File: src/rtl/mux_arb_pkg.sv
`default_nettype none
// ============================================================================
// Module   : mux_arb_pkg
// Purpose  : Shared constants and types for the mux_arb selector: mode
//            encodings, output-buffer state encoding and stats counter width.
// Ports    : none (package)
// Revision : 1.0 - initial release
// ============================================================================
package mux_arb_pkg;

    localparam logic MODE_DIRECT = 1'b0;
    localparam logic MODE_RR     = 1'b1;

    typedef enum logic [1:0] {
        ST_EMPTY = 2'd0,
        ST_ONE   = 2'd1,
        ST_FULL  = 2'd2
    } buf_state_t;

    localparam int STATS_W = 16;

endpackage
`default_nettype wire

File: src/rtl/mux_arb_if.sv
`default_nettype none
// ============================================================================
// Module   : mux_arb_if
// Purpose  : Bundles the mode/select controls, the per-channel input
//            handshakes and the output handshake of mux_arb.
// Ports    : modport slave  - seen by mux_arb
//            modport master - seen by the driver/consumer
//            mode, control, in_data, in_valid, in_ready,
//            out_data, out_src, out_valid, out_ready
// Revision : 1.0 - initial release
// ============================================================================
interface mux_arb_if
    import mux_arb_pkg::*;
#(
    parameter int WIDTH  = 16,
    parameter int NUM_IN = 8,
    parameter int SEL_W  = $clog2(NUM_IN)
);
    logic                     mode;
    logic [SEL_W-1:0]         control;
    logic [NUM_IN*WIDTH-1:0]  in_data;
    logic [NUM_IN-1:0]        in_valid;
    logic [NUM_IN-1:0]        in_ready;
    logic [WIDTH-1:0]         out_data;
    logic [SEL_W-1:0]         out_src;
    logic                     out_valid;
    logic                     out_ready;

    modport slave (
        input  mode, control, in_data, in_valid, out_ready,
        output in_ready, out_data, out_src, out_valid
    );

    modport master (
        output mode, control, in_data, in_valid, out_ready,
        input  in_ready, out_data, out_src, out_valid
    );

endinterface
`default_nettype wire

File: src/rtl/mux_arb_rr_picker.sv
`default_nettype none
// ============================================================================
// Module   : mux_arb_rr_picker
// Purpose  : Combinational round-robin picker. Returns the first channel with
//            valid set, searching ptr_i, ptr_i+1, ... modulo NUM_IN.
// Ports    : valid_i     - per-channel valid vector
//            ptr_i       - search start index
//            grant_o     - selected channel (0 when none valid)
//            any_valid_o - at least one channel valid
// Revision : 1.0 - initial release
// ============================================================================
module mux_arb_rr_picker
    import mux_arb_pkg::*;
#(
    parameter  int NUM_IN = 8,
    localparam int SEL_W  = $clog2(NUM_IN)
) (
    input  logic [NUM_IN-1:0] valid_i,
    input  logic [SEL_W-1:0]  ptr_i,
    output logic [SEL_W-1:0]  grant_o,
    output logic              any_valid_o
);

    // Scan from the farthest offset down to offset 0 so that the nearest
    // valid channel to the pointer is the last (winning) assignment.
    always_comb begin
        int w_idx;
        grant_o     = '0;
        any_valid_o = 1'b0;
        w_idx       = 0;
        for (int i = NUM_IN - 1; i >= 0; i--) begin
            w_idx = int'(ptr_i) + i;
            if (w_idx >= NUM_IN) begin
                w_idx = w_idx - NUM_IN;
            end
            if (valid_i[w_idx]) begin
                grant_o     = SEL_W'(w_idx);
                any_valid_o = 1'b1;
            end
        end
    end

endmodule
`default_nettype wire

File: src/rtl/mux_arb.sv
`default_nettype none
// ============================================================================
// Module   : mux_arb
// Purpose  : N:1 datapath selector with per-channel valid/ready handshakes,
//            direct or round-robin selection and a registered 2-entry output
//            skid buffer (strict FIFO order, 1-cycle latency).
// Ports    : clk       - rising-edge clock
//            reset     - asynchronous active-high reset
//            bus       - mux_arb_if.slave (controls, inputs, output handshake)
//            acc_count - accept counter, saturating (only with
//                        MUX_ARB_STATS_EN defined)
// Config   : `define MUX_ARB_STATS_EN to add the acc_count port and counter.
// Revision : 1.0 - initial release
// ============================================================================
module mux_arb
    import mux_arb_pkg::*;
#(
    parameter  int WIDTH  = 16,
    parameter  int NUM_IN = 8,
    localparam int SEL_W  = $clog2(NUM_IN)
) (
    input  logic              clk,
    input  logic              reset,
    mux_arb_if.slave          bus
`ifdef MUX_ARB_STATS_EN
    ,
    output logic [STATS_W-1:0] acc_count
`endif
);

    localparam logic [SEL_W-1:0] C_LAST = SEL_W'(NUM_IN - 1);

    buf_state_t         state_q, state_d;
    logic               can_accept_q;
    logic [SEL_W-1:0]   rr_ptr_q, rr_ptr_d;
    logic [WIDTH-1:0]   head_data_q, head_data_d;
    logic [WIDTH-1:0]   tail_data_q, tail_data_d;
    logic [SEL_W-1:0]   head_src_q, head_src_d;
    logic [SEL_W-1:0]   tail_src_q, tail_src_d;

    logic [SEL_W-1:0]   w_rr_grant;
    logic               w_any_valid;
    logic [SEL_W-1:0]   w_grant;
    logic [NUM_IN-1:0]  w_ready;
    logic [WIDTH-1:0]   w_grant_data;
    logic               w_acc;
    logic               w_drn;

    mux_arb_rr_picker #(
        .NUM_IN (NUM_IN)
    ) u_rr_picker (
        .valid_i     (bus.in_valid),
        .ptr_i       (rr_ptr_q),
        .grant_o     (w_rr_grant),
        .any_valid_o (w_any_valid)
    );

    // Out-of-range direct selects fall through to the last channel, matching
    // the default arm of the legacy muxes.
    always_comb begin
        w_grant = bus.control;
        if (bus.mode == MODE_RR) begin
            w_grant = w_rr_grant;
        end else if (bus.control > C_LAST) begin
            w_grant = C_LAST;
        end
    end

    // in_ready depends only on registered state and the select inputs, never
    // on out_ready.
    always_comb begin
        w_ready          = '0;
        w_ready[w_grant] = can_accept_q & ((bus.mode == MODE_DIRECT) | w_any_valid);
    end

    assign w_grant_data = bus.in_data[int'(w_grant) * WIDTH +: WIDTH];
    assign w_acc        = bus.in_valid[w_grant] & w_ready[w_grant];
    assign w_drn        = (state_q != ST_EMPTY) & bus.out_ready;

    assign bus.in_ready  = w_ready;
    assign bus.out_valid = (state_q != ST_EMPTY);
    assign bus.out_data  = head_data_q;
    assign bus.out_src   = head_src_q;

    // Buffer next-state: head is the FIFO front, tail is the second entry.
    always_comb begin
        state_d     = state_q;
        head_data_d = head_data_q;
        head_src_d  = head_src_q;
        tail_data_d = tail_data_q;
        tail_src_d  = tail_src_q;
        rr_ptr_d    = rr_ptr_q;

        case (state_q)
            ST_EMPTY: begin
                if (w_acc) begin
                    head_data_d = w_grant_data;
                    head_src_d  = w_grant;
                    state_d     = ST_ONE;
                end
            end
            ST_ONE: begin
                if (w_acc && w_drn) begin
                    head_data_d = w_grant_data;
                    head_src_d  = w_grant;
                end else if (w_acc) begin
                    tail_data_d = w_grant_data;
                    tail_src_d  = w_grant;
                    state_d     = ST_FULL;
                end else if (w_drn) begin
                    state_d     = ST_EMPTY;
                end
            end
            ST_FULL: begin
                if (w_drn) begin
                    head_data_d = tail_data_q;
                    head_src_d  = tail_src_q;
                    state_d     = ST_ONE;
                end
            end
            default: begin
                state_d = ST_EMPTY;
            end
        endcase

        if (w_acc && (bus.mode == MODE_RR)) begin
            rr_ptr_d = (w_grant == C_LAST) ? '0 : w_grant + 1'b1;
        end
    end

    always_ff @(posedge clk or posedge reset) begin
        if (reset) begin
            state_q      <= ST_EMPTY;
            can_accept_q <= 1'b0;
            rr_ptr_q     <= '0;
            head_data_q  <= '0;
            head_src_q   <= '0;
            tail_data_q  <= '0;
            tail_src_q   <= '0;
        end else begin
            state_q      <= state_d;
            can_accept_q <= (state_d != ST_FULL);
            rr_ptr_q     <= rr_ptr_d;
            head_data_q  <= head_data_d;
            head_src_q   <= head_src_d;
            tail_data_q  <= tail_data_d;
            tail_src_q   <= tail_src_d;
        end
    end

`ifdef MUX_ARB_STATS_EN
    logic [STATS_W-1:0] acc_count_q;

    always_ff @(posedge clk or posedge reset) begin
        if (reset) begin
            acc_count_q <= '0;
        end else if (w_acc && (acc_count_q != '1)) begin
            acc_count_q <= acc_count_q + 1'b1;
        end
    end

    assign acc_count = acc_count_q;
`endif

endmodule
`default_nettype wire
File: src/flat_wrapper.sv
// flat-port wrapper written by rule: the top's interface ports become plain ports
module mux_arb_flat import mux_arb_pkg::*;
#(
    parameter  int WIDTH  = 16,
    parameter  int NUM_IN = 8,
    localparam int SEL_W  = $clog2(NUM_IN)
)
  (clk, reset, bus_mode, bus_control, bus_in_data, bus_in_valid, bus_out_ready, bus_in_ready, bus_out_data, bus_out_src, bus_out_valid);
  mux_arb_if #(.WIDTH(WIDTH), .NUM_IN(NUM_IN)) bus_i ();
  input  logic clk;
  input  logic reset;
  input wire logic [$bits(bus_i.mode)-1:0] bus_mode;
  input wire logic [$bits(bus_i.control)-1:0] bus_control;
  input wire logic [$bits(bus_i.in_data)-1:0] bus_in_data;
  input wire logic [$bits(bus_i.in_valid)-1:0] bus_in_valid;
  input wire logic [$bits(bus_i.out_ready)-1:0] bus_out_ready;
  output wire logic [$bits(bus_i.in_ready)-1:0] bus_in_ready;
  output wire logic [$bits(bus_i.out_data)-1:0] bus_out_data;
  output wire logic [$bits(bus_i.out_src)-1:0] bus_out_src;
  output wire logic [$bits(bus_i.out_valid)-1:0] bus_out_valid;
  assign bus_i.mode = bus_mode;
  assign bus_i.control = bus_control;
  assign bus_i.in_data = bus_in_data;
  assign bus_i.in_valid = bus_in_valid;
  assign bus_i.out_ready = bus_out_ready;
  assign bus_in_ready = bus_i.in_ready;
  assign bus_out_data = bus_i.out_data;
  assign bus_out_src = bus_i.out_src;
  assign bus_out_valid = bus_i.out_valid;
  mux_arb #(.WIDTH(WIDTH), .NUM_IN(NUM_IN)) u_core (.clk(clk), .reset(reset), .bus(bus_i));
endmodule
File: config.mk
export PLATFORM = sky130hd
export DESIGN_NAME = mux_arb_flat
export DESIGN_NICKNAME = d
export VERILOG_FILES = /design/src/rtl/mux_arb_pkg.sv /design/src/rtl/mux_arb_if.sv /design/src/rtl/mux_arb_rr_picker.sv /design/src/rtl/mux_arb.sv /design/src/flat_wrapper.sv
export SDC_FILE = /design/constraint.sdc
export NUM_CORES = 1
export LEC_CHECK = 0
export CORE_MARGIN = 3
export CORE_UTILIZATION = 40
export CTS_CLUSTER_DIAMETER = 100
export DETAILED_ROUTE_END_ITERATION = 12
export PLACE_DENSITY = 0.73
export SYNTH_ARGS = -nofsm -noshare
export SYNTH_HDL_FRONTEND = slang
export SYNTH_HIERARCHICAL = 1
export SYNTH_SLANG_ARGS = --single-unit
File: constraint.sdc
create_clock -name clk -period 5.84 [get_ports clk]
set_input_delay 1.168 -clock clk [delete_from_list [all_inputs] [get_ports clk]]
set_output_delay 1.168 -clock clk [all_outputs]
set_load 0.02 [all_outputs]
After elaboration in Yosys (flattened, before gate mapping)
Index checks and enable logic that the tools add are counted.
- add/subtract/negate cells: 16
- order comparisons: 19
- equal/unequal tests: 7
- shift-type cells: 1
- mux-type cells: 71
- bitwise operators: 7
- reduce and logical (&&, ||, !) cells: 8
- operators with widths (kind ; count):
    $lt 32x5->1 const B ; 8
    $mux 32 ; 8
    $shiftx 128x8->16 ; 1
    $mux 16 ; 3
    $pmux 16 s3 ; 1
    $mux 3 ; 14
    $ge 32x5->1 const B ; 1
    $sub 32x5->32 const B ; 1
    $bmux 1 s3 ; 10
    $sub 4x4->5 const B ; 6
    $mux 1 ; 27
    $ge 4x4->1 const B ; 6
    $add 3x3->4 const B ; 4
    $mux 2 ; 5
    $pmux 3 s3 ; 1
    $add 3x2->4 const B ; 2
    $and 8x8->8 ; 1
    $ne 2x1->1 const B ; 3
    $pmux 2 s3 ; 1
    $sub 3x4->5 const B ; 1
    $add 3x1->4 const B ; 1
    $ge 3x4->1 const B ; 1
    $lt 3x4->1 const B ; 1
    $reduce_and 4->1 ; 1
    other kinds (16) ; 21
- register bits after elaboration: 44
- input port bits: 143
- output and inout bits: 28

Depth between registers and ports, before layout
- depth after elaboration: 27
- gate-level depth with buffers: 20

Cells and area by module
Netlist, hierarchy kept.
- modules (own cells, without submodules) (module ; instances ; cells each ; area an instance (µm²) ; seq. area each (µm²)):
    mux_arb ; 1 ; 435 ; 3088.0 ; 1101.1
    mux_arb_rr_picker ; 1 ; 90 ; 782.0 ; 0.0

Least setup slack after synthesis
No wires, ideal clock.
- path type: input to output
- start point: input port bus_in_valid[0]
- end point: output port bus_in_ready[0]
- data arrival time: 4.018 ns
- required time: 4.672 ns
- setup slack: 0.654 ns
- stages: 11
- buffers on the path: 2
- path through: mux4_1 > mux2_4 > o21ai_2 > a31oi_1 > o21bai_1 > mux2_1 > mux2i_1 > clkbuf_1 > buf_1 > nand2_1 > nor2_1
- cells in the longest elaborated chain, start to end: 17
- elaborated cells on any way between the ends: 49
- classes of those cells: 2 x order compare; 43 x mux; 3 x bitwise; 1 x reduce/logical
- ends and longest elaborated chain (item ; RTL line ; source):
    from (decl) ; flat_wrapper.sv:15 ; input wire logic [$bits(bus_i.in_valid)-1:0] bus_in_valid;
    $bmux 1 s3 ; mux_arb_rr_picker.sv:36 ; if (valid_i[w_idx]) begin
    $mux 1 (implied by the code) (2 in series) ; mux_arb_rr_picker.sv:36 ;
    $mux 3 (7 in series) ; mux_arb_rr_picker.sv:36 ;
    $mux 3 (*) ; mux_arb_rr_picker.sv:36 ;
    via u_core.w_rr_grant[0] ; mux_arb.sv:41 ; logic [SEL_W-1:0] w_rr_grant;
    $mux 3 (*) ; mux_arb.sv:62 ; if (bus.mode == MODE_RR) begin
    $lt 3x4->1 (implied by the code) / $ge 3x1->1 (equally long branches) ; mux_arb.sv:73 ; w_ready[w_grant] = can_accept_q & ((bus.mode == MODE_DIRECT) | w_any_valid);
    $logic_and 1x1->1 (implied by the code) ; mux_arb.sv:73 ;
    $mux 1 (implied by the code) ; mux_arb.sv:73 ;
    $demux 1 s3 (*) ; -- ;
    $and 8x8->8 (no source line) (*) ; -- ;
    to (decl) ; flat_wrapper.sv:17 ; output wire logic [$bits(bus_i.in_ready)-1:0] bus_in_ready;
Mark *: on every way through the listed nets, which the timed path passes. The rest lies on a longest branch. The select of a mux whose other input is x is not followed.

Worst setup path after layout
- start point: input port bus_in_valid[1]
- end point: output port bus_in_ready[5]
The elaborated chain is that of the path after synthesis.

==> flow_metrics.tcl <==
set metrics [dict create \
    synthToLayoutAreaGrowth_pct 51.3 \
    synth-edff-count 0 \
    fin_skew_ns 0.00509 \
    ant_nets 0 \
    syn_area_per_cell_um2 7.37 \
    rsz0062_at_grt "no" \
    slew_headroom_pct 39.2 \
    timing.rr.end "u_core/bus.out_data[11]" \
    io_buffers 170 \
    grtUsageTotal_pct 25.0 \
    cts_root_buffer "clkbuf_8" \
    final_cell_count_no_fill 817 \
    setup.worst_path.end_class "output port" \
    p_comb_share_pct 79.5 \
    power_w 0.00360 \
    cts_tree "built" \
    synth_compound_area_share_pct 22.1 \
    slew_viol_final 0 \
    worstSetupPathType "input pin to output port" \
    synth-simple-area-share_pct 24.7 \
    via_per_inst 5.43 \
    tns_ns 0 \
    hold_viol 0 \
    busiest_layer "met2" \
    reg2reg_slack_ns 1.15 \
    grtUsageMet2_pct 41.7 \
    hold_depth 2 \
    reg2reg_from "u_core/rr_ptr_q[1]" \
    hold_path.class "register to register" \
    synth_top_family_by_area "simple AND/OR/NAND/NOR gates" \
    grt_use_met1_pct 32.8 \
    power.switching_w 0.00183 \
    clkTransAtPathRegs_ns 0.08 \
    final_net_count 834 \
    pwr-share-seq_pct 15.3 \
    placed_area_um2 5750 \
    stdcell_area_um2 5860 \
    setup_viol 0 \
    postCtsSetupBuffers 0 \
    yosysMostFrequentCell "nand2_1" \
    critical_path_required_ns 4.67 \
    hold_ws_ns 0.487 \
    holdPathEnd "u_core/tail_data_q[4]" \
    routed_wirelength_um 14200 \
    critPathArrivalTime_ns 4.46 \
    cts_inserted_buffers 5 \
    syn_area_um2 3870 \
    drtIter0Drc 272 \
    grt_use_met3_pct 3.85 \
    leakagePower_nw 2.53 \
    fin_crit_sh_pct 96.5 \
    grt_antenna_before_repair 0 \
    critPathLaunch "bus_in_valid[1]" \
    synth_cell_types 57 \
    netlist_top_cells_count "160 x nand2_1, 91 x a21oi_1, 44 x dfrtp_1" \
    grt_overflow 0 \
    synth_top_flop_cell "dfrtp_1" \
    insertion_delay_ns 0.29 \
    synth.area.mux_share_pct 17.1 \
    h-tree-depth 2 \
    netlist.area_leader.share_pct 28.5 \
    drt-wirelength-per-cell_um 17.4 \
    grt_max_degree 46 \
    synth_top_area_cell "dfrtp_1" \
    power_frac_clock_pct 5.2 \
    dp_hpwl_um 10800 \
    sw_frac_of_total_pct 50.7 \
    cap_violations 0 \
    firstDrtPassIters 5 \
    r2r_cells 17 \
    initial_core_util_pct 41.5 \
    ir_drop_mv 0.388 \
    synth_area_leaders "dfrtp_1 28%, nand2_1 16%, a21oi_1 12%" \
    run_status "complete, no violations" \
    period_needed_ns 5.63 \
    synthXorXnorAreaFrac_pct 0.679 \
    ys_async_sr_fraction_pct 100 \
    drcViolationCount 0 \
    die_w_um 104 \
    synth_fa_ha_area_share_pct 1.29 \
    critPathMaxFanout 6 \
    fp.dieH_um 104 \
    pin_count 171 \
    worstSetupStartpointType "input pin" \
    ys_ff_latch 44 \
    hp-start "u_core/tail_data_q[4]" \
    max_freq_ghz 0.178 \
    grt_pass1_vias 4265 \
    numPlacedInstances 809 \
    syn_nets 672 \
    dieArea_um2 10900 \
    grt_pass1_wl_um 22200 \
    yosysWarnings 6 \
    worst_pin_slew_ns 0.904 \
    clock-sinks 44 \
    synthCells 525 \
    yosysSeqAreaShare_pct 28.5 \
    drive_gt1_share_pct 9.16 \
    core_area_um2 9330 \
    diodes 0 \
    num_vias 4436 \
    p_per_area_nw_per_um2 616 \
    gp_congestion 0.931 \
    rows 35 \
    cts_buffer_depth 2 \
    power.internal_w 0.00178 \
]
[layout by cell type, fill, tap and decap left out, types with 4 or more instances in the layout]
master / n
o21ai_0: 22
buf_4: 20
ha_1: 4
mux2i_1: 10
inv_1: 12
mux4_2: 6
clkbuf_8: 5
dlymetal6s2s_1: 4
nand2_1: 160
nor2_1: 35
dfrtp_1: 44
mux4_1: 4
mux2_1: 11
nor4_1: 17
clkdlybuf4s50_1: 166
mux2_2: 15
a21oi_1: 91
[sequential cells by signal, summed over array words and instances, names as in the netlist]
| signal | flops |
|---|---|
| u_core/rr_ptr_q | 3 |
| u_core/bus.out_src | 3 |
| u_core/can_accept_q | 1 |
| u_core/state_q | 2 |
| u_core/tail_src_q | 3 |
| u_core/tail_data_q | 16 |
| u_core/bus.out_data | 16 |
[per-stage QoR]
stage | util (%) | worst slack (ns)
CTS | 62.6 | 0.0833
detailed placement | 61.7 | 0.107
global route | 62.8 | 0.0211
finish | 62.8 | 0.207
floorplan | - | 0.654
global placement | 61.7 | 0.223
[worst max-delay path, stage by stage]
cell             delay [ns]
clkdlybuf4s50_1        0.50
mux4_1                 0.61
a21oi_1                0.32
o211ai_1               0.16
a211oi_1               0.30
nor4b_1                0.10
o22ai_2                0.23
nand2_1                0.11
o32a_1                 0.23
nor2_1                 0.12
clkdlybuf4s50_1        0.61
[worst max-delay path by stage]
| stage | to | slack, ns | cells past startpoint |
|---|---|---|---|
| finish | bus_in_ready[5] | 0.21 | 11 |
| global route | bus_in_ready[1] | 0.02 | 11 |
| CTS | bus_in_ready[4] | 0.08 | 11 |
| detailed placement | bus_in_ready[4] | 0.11 | 11 |
| global placement | bus_in_ready[6] | 0.22 | 11 |
| floorplan | bus_in_ready[0] | 0.65 | 11 |
[power by group through the flow]
stage | Clock [W] | Sequential (W) | Combinational, W
after global routing | 0.000209 | 0.000575 | 0.00313
after global placement | 0 | 0.000552 | 0.00278
after floorplan | 0 | 0.000610 | 0.00180
after detailed placement | 0 | 0.000558 | 0.00283
after CTS | 0.000193 | 0.000553 | 0.00284
final | 0.000186 | 0.000553 | 0.00286
[layer usage]
metal	vias to the layer above	part of all wire, %
met1	2071	42
met3	27	6.3
met4	0	3.1
li1	2155	-
met5	-	0
met2	183	48
[repair_timing]
item                       in CTS  in global routing
gates resized for setup         0                  6
hold buffers                    0                  0
setup endpoints to repair       0                  7
[layout make-up]
cell class / instances / area (um2)
repair buffers: 191 / 1880
multi-input cells: 431 / 2570
fillers: 852 / 3470
clock buffers: 6 / 72.6
inverters: 14 / 52.6
clock inverters: 2 / 16.3
flip-flops and latches: 44 / 1100
well taps: 129 / 161
[kinds of logic after synthesis]
logic type / count (synthesis)
AOI/OAI and AO/OA: 146
xor gates and xnor gates: 3
adders and majority gates: 4
buffers and inverters: 50
DFF: 44
muxes: 48
and+or+nand+nor: 230
No activity file was read; power rests on OpenSTA's default activity.
